--- src/rtl/regfile_wb_arbiter.sv ---
// Writeback arbiter for the register file's single write port, with a one-entry commit stage and a pending-write scoreboard.
// Build option: define WB_ARB_RR_EN for round-robin arbitration instead of fixed L-over-A priority.
module regfile_wb_arbiter #(
  parameter int XLEN = 32,
  parameter int NREG = 32
) (
  input  logic            i_CLK,
  input  logic            i_RST,
  input  logic            i_L_VALID,
  output logic            o_L_READY,
  input  logic [4:0]      i_L_PTR,
  input  logic [XLEN-1:0] i_L_DATA,
  input  logic            i_A_VALID,
  output logic            o_A_READY,
  input  logic [4:0]      i_A_PTR,
  input  logic [XLEN-1:0] i_A_DATA,
  input  logic            i_ISSUE_VALID,
  input  logic [4:0]      i_ISSUE_PTR,
  output logic            o_WE,
  output logic [4:0]      o_RD_PTR,
  output logic [XLEN-1:0] o_RD,
  output logic [NREG-1:0] o_PENDING
);

  // Handshake: a port transfers when VALID && READY in the same cycle; READY is a
  // function of the VALIDs and arbitration state only, and requesters hold PTR/DATA until READY.
  logic w_l_grant;
  logic w_a_grant;

`ifdef WB_ARB_RR_EN
  logic r_rr_a;  // 1: A has priority on the next contended cycle

  always_comb begin
    w_l_grant = 1'b0;
    w_a_grant = 1'b0;
    if (!i_RST) begin
      if (i_L_VALID && i_A_VALID) begin
        w_l_grant = !r_rr_a;
        w_a_grant = r_rr_a;
      end else begin
        w_l_grant = i_L_VALID;
        w_a_grant = i_A_VALID;
      end
    end
  end

  always_ff @(posedge i_CLK) begin
    if (i_RST)          r_rr_a <= 1'b0;
    else if (w_l_grant) r_rr_a <= 1'b1;
    else if (w_a_grant) r_rr_a <= 1'b0;
  end
`else
  assign w_l_grant = i_L_VALID && !i_RST;
  assign w_a_grant = i_A_VALID && !i_L_VALID && !i_RST;
`endif

  assign o_L_READY = w_l_grant;
  assign o_A_READY = w_a_grant;

  logic            r_we;
  logic [4:0]      r_rd_ptr;
  logic [XLEN-1:0] r_rd;
  logic [NREG-1:0] r_pending;
  logic [NREG-1:0] w_set;
  logic [NREG-1:0] w_clr;

  // The regfile never stalls, so the commit stage simply reloads every cycle.
  always_ff @(posedge i_CLK) begin
    if (i_RST) begin
      r_we     <= 1'b0;
      r_rd_ptr <= 5'd0;
      r_rd     <= '0;
    end else if (w_l_grant) begin
      r_we     <= (i_L_PTR != 5'd0);
      r_rd_ptr <= i_L_PTR;
      r_rd     <= i_L_DATA;
    end else if (w_a_grant) begin
      r_we     <= (i_A_PTR != 5'd0);
      r_rd_ptr <= i_A_PTR;
      r_rd     <= i_A_DATA;
    end else begin
      r_we     <= 1'b0;
    end
  end

  // Bit 0 is never set, so it stays at its reset value of 0.
  always_comb begin
    w_set = '0;
    w_clr = '0;
    for (int n = 1; n < NREG; n++) begin
      if (i_ISSUE_VALID && (i_ISSUE_PTR == 5'(n))) w_set[n] = 1'b1;
      if (r_we && (r_rd_ptr == 5'(n)))             w_clr[n] = 1'b1;
    end
  end

  // OR-ing the set after the clear makes a same-cycle set win.
  always_ff @(posedge i_CLK) begin
    if (i_RST) r_pending <= '0;
    else       r_pending <= (r_pending & ~w_clr) | w_set;
  end

  assign o_WE      = r_we;
  assign o_RD_PTR  = r_rd_ptr;
  assign o_RD      = r_rd;
  assign o_PENDING = r_pending;

endmodule

--- config.mk ---
export PLATFORM = sky130hd
export DESIGN_NAME = regfile_wb_arbiter
export DESIGN_NICKNAME = d
export VERILOG_FILES = /design/src/rtl/regfile_wb_arbiter.sv
export SDC_FILE = /design/constraint.sdc
export NUM_CORES = 1
export LEC_CHECK = 0
export CAP_MARGIN = 20
export CORE_UTILIZATION = 37
export CTS_CLUSTER_SIZE = 25
export DETAILED_ROUTE_END_ITERATION = 7
export GPL_TIMING_DRIVEN = 0
export MAX_ROUTING_LAYER = met4
export PLACE_DENSITY = 0.77
export SLEW_MARGIN = 10
export SYNTH_ARGS = -nofsm -noshare
export SYNTH_HDL_FRONTEND = slang
export SYNTH_SLANG_ARGS = --single-unit
--- constraint.sdc ---
create_clock -name i_CLK -period 1.13 [get_ports i_CLK]
set_input_delay 0.226 -clock i_CLK [delete_from_list [all_inputs] [get_ports i_CLK]]
set_output_delay 0.226 -clock i_CLK [all_outputs]
set_load 0.05 [all_outputs]
==> impl_summary.log <==
INFO  metric power.density_cell_area = 1190 mW/mm^2
INFO  metric drtAntennaViolNets = 0
INFO  metric syn_nets = 413
INFO  metric first_pass_grt_wire_length = 14600 um
INFO  metric unrepaired_setup_endpoints_after_global_routing = yes
INFO  metric path_type_of_the_worst_setup_path = register to register
INFO  metric core_region_area = 0.00826 mm^2
INFO  metric route.detailed.vias_per_inst = 5.04
INFO  metric category_of_the_worst_setup_path_capture_point = register
INFO  metric final_layout_size_suffix_gt1_frac = 0.283
INFO  metric total_power = 6.38 mW
INFO  metric die_width = 94.5 um
INFO  metric rr_worst_depth = 3
INFO  metric finalMaxSlewViolations = 0
INFO  metric wire_per_inst = 15.6 um
INFO  metric timing.fmax = ~810 MHz
INFO  metric route.detailed.drc = 0
INFO  metric yosys.cell_types.count = 26
INFO  metric synth-warning-count = 0
INFO  metric fin_area = 0.00537 mm^2
INFO  metric fin_nets = 587
INFO  metric critPathLaunchType = register
INFO  metric number_of_antenna_violations_at_the_first_check_in_global_routing = 0
INFO  metric worstReg2RegStart = o_RD_PTR[2]
INFO  metric vias_in_the_first_global_route = 3058
INFO  metric fin_util = 0.650
INFO  metric layout_commonest_cell = clkdlybuf4s50_1
INFO  metric clock_latency = roughly 340 ps
INFO  metric synth.yosys.seq_area_share = 0.437
INFO  metric max_cap_violations = 0
INFO  metric finalHoldViolations = 0
INFO  metric cell_at_the_root_of_the_clock_tree = clkbuf_8
INFO  metric dp_cells = 586
INFO  metric synth_cells = 329
INFO  metric max-vdd-ir-drop = 0.695 mV
INFO  metric num_antenna_cells = 0
INFO  metric nFillCells = 664
INFO  metric grt_start_max_net_pins = 14
INFO  metric floorplan.die_area = 0.00893 mm^2
INFO  metric io_buffers = approximately 150
INFO  metric final_cell_mix = clkdlybuf4s50_1, o21ai_1, buf_6
INFO  metric number_of_optimization_iterations_in_the_first_detailed_route_pass = 4
INFO  metric post-route-worst-setup-slack = -112 ps
INFO  metric period_minus_slack = about 1200 ps
INFO  metric die-height = 94.5 um
INFO  metric worst-r2r-setup-slack = -110 ps
INFO  metric flow.area_growth_from_synthesis = 69.6%
INFO  metric postRouteWirelength = roughly 9600 um
INFO  metric data_required_time_of_the_critical_path = 1350 ps
INFO  metric pin_count = between 150 and 200
INFO  metric failed_checks = setup timing
INFO  metric clkSinkCount = 69
INFO  metric worst_clock_skew = ~11 ps
INFO  metric fin_crit_sh = 1.10
INFO  metric hold_path_class = primary input to register
INFO  metric placement_rows = 33
INFO  metric final.setup.tns = -490 ps
INFO  metric detailed_place_hpwl = 6960 um
INFO  metric syn_area = 0.00316 mm^2
INFO  metric grt_overflow_total = 0
INFO  metric hold_crit_depth = 4
INFO  metric number_of_buffers_between_clock_root_and_the_deepest_sink = 2
INFO  metric holdPathEnd = o_WE
INFO  metric place_area = a little under 0.005 mm^2
INFO  metric stdcell_count = slightly above 600
INFO  metric static-leakage-power = ~2.3 nW
INFO  metric gr-usage-all-layers = 0.218
INFO  metric cts_hold_buf = 0
INFO  metric dr_total_vias = 3089
INFO  metric timing.rr.end = o_PENDING[2]
INFO  metric hold_start = i_A_PTR[1]
INFO  metric synthesis_stage_register_bit_count = 69
INFO  metric finalSetupViolations = 14
INFO  metric critical_path_peak_fanout = 3
INFO  metric cts.clk_slew.worst_paths = 80 ps
INFO  metric tritoncts.num_buffers = 9
INFO  metric tritoncts = done
INFO  metric h-tree-depth = 3
INFO  metric initial_core_utilization = 0.383
INFO  metric initialDrtViolationCount = 64
INFO  metric avg_synthesized_cell_area = between 9 and 10 um^2
INFO  metric status = finished with violations
INFO  metric place.gp.congestion = 0.886
INFO  metric cp_data_arrival_time = 1460 ps
cells in the mapped netlist:
| library cell | instances | area (um^2) |
|---|---|---|
| nand3_1 | 4 | 20.0 |
| mux2_1 | 37 | 417 |
| nand3b_1 | 1 | 7.51 |
| nor3b_2 | 1 | 12.5 |
| conb_1 | 1 | 3.75 |
| nand2_1 | 6 | 22.5 |
| dfxtp_1 | 69 | 1380 |
| or4_1 | 2 | 15.0 |
| buf_1 | 1 | 3.75 |
| o21ai_1 | 48 | 240 |
| nand4b_1 | 3 | 26.3 |
| or4b_4 | 1 | 13.8 |
| nor2_1 | 39 | 146 |
| or2_1 | 1 | 6.26 |
| buf_4 | 4 | 30.0 |
| or3b_1 | 1 | 8.76 |
| or3_1 | 1 | 6.26 |
| buf_6 | 2 | 22.5 |
| nand4bb_1 | 3 | 33.8 |
| o21ai_0 | 16 | 80.1 |
| buf_2 | 6 | 30.0 |
| nor2b_1 | 35 | 219 |
| nand4_1 | 2 | 12.5 |
| clkbuf_1 | 6 | 22.5 |
| mux2i_1 | 37 | 370 |
| nand2b_1 | 2 | 12.5 |
worst max-delay path by stage:
stage / startpoint / end / cells after the start / slack (ps)
final: o_RD_PTR[2] / o_PENDING[2] / 3 / -110
after detailed placement: i_RST / o_A_READY / 5 / -1140
after floorplan: i_RST / o_WE / 5 / -130
after global routing: o_RD_PTR[2] / o_PENDING[2] / 3 / -130
after CTS: o_RD_PTR[4] / o_PENDING[2] / 3 / -100
after global placement: i_RST / o_A_READY / 5 / -1150
state kept, by name, summed over array words and instances (netlist names):
| signal | count |
|---|---|
| o_PENDING | 31 |
| o_RD | 32 |
| o_RD_PTR | 5 |
| o_WE | 1 |
kinds of logic (layout without fill, tap and decap cells):
family | count (synthesis) | count (layout) | synth area share
other | 1 | 1 | 0.00119
AND/OR/NAND/NOR | 102 | 102 | 0.178
multiplexers | 74 | 74 | 0.249
AO/OA/AOI/OAI | 64 | 64 | 0.101
flip-flops | 69 | 69 | 0.437
buffers and inverters | 19 | 198 | 0.0344
cell type report:
| cell class | instances | area, um^2 | area share |
|---|---|---|---|
| multi-input cells | 241 | 1780 | 0.332 |
| clock inverters | 6 | 66.3 | 0.0124 |
| flip-flops and latches | 69 | 1420 | 0.264 |
| repair buffers | 164 | 1680 | 0.313 |
| plain buffers | 18 | 141 | 0.0264 |
| well taps | 105 | 131 | 0.0245 |
| clock buffers | 10 | 149 | 0.0278 |
power breakdown:
part | switching [mW] | internal (mW)
clock | 1.01 | 1.17
combinational | 0.822 | 0.752
sequential | 0.0894 | 2.54
total | 1.92 | 4.46
critical path, cell delays in order (launching register included):
cell and delay [ps]:
dfxtp_4 360, or4b_4 560, o21ai_2 130, o21ai_1 70
stage by stage:
step / worst slack (ps) / hold slack, ps
3_5_place_dp: -1140 / 572
5_1_grt: -134 / 258
2_1_floorplan: -130 / 342
6_report: -112 / 252
3_3_place_gp: -1150 / 571
4_1_cts: -101 / 244
what timing repair did:
action	in CTS	in global routing
pin swaps	2	8
setup buffers	7	5
endpoints found under the setup margin	133	77
resized for setup	460	76
per-layer routing:
layer  routed length [um]  track usage  vias up
li1                     -            -     1498
met5                    0            -        -
met4                  249       0.0846        0
met1                 4100        0.263     1428
met3                  680       0.0475       22
met2                 4560        0.356      141
Power figures use the tool's default switching activity.
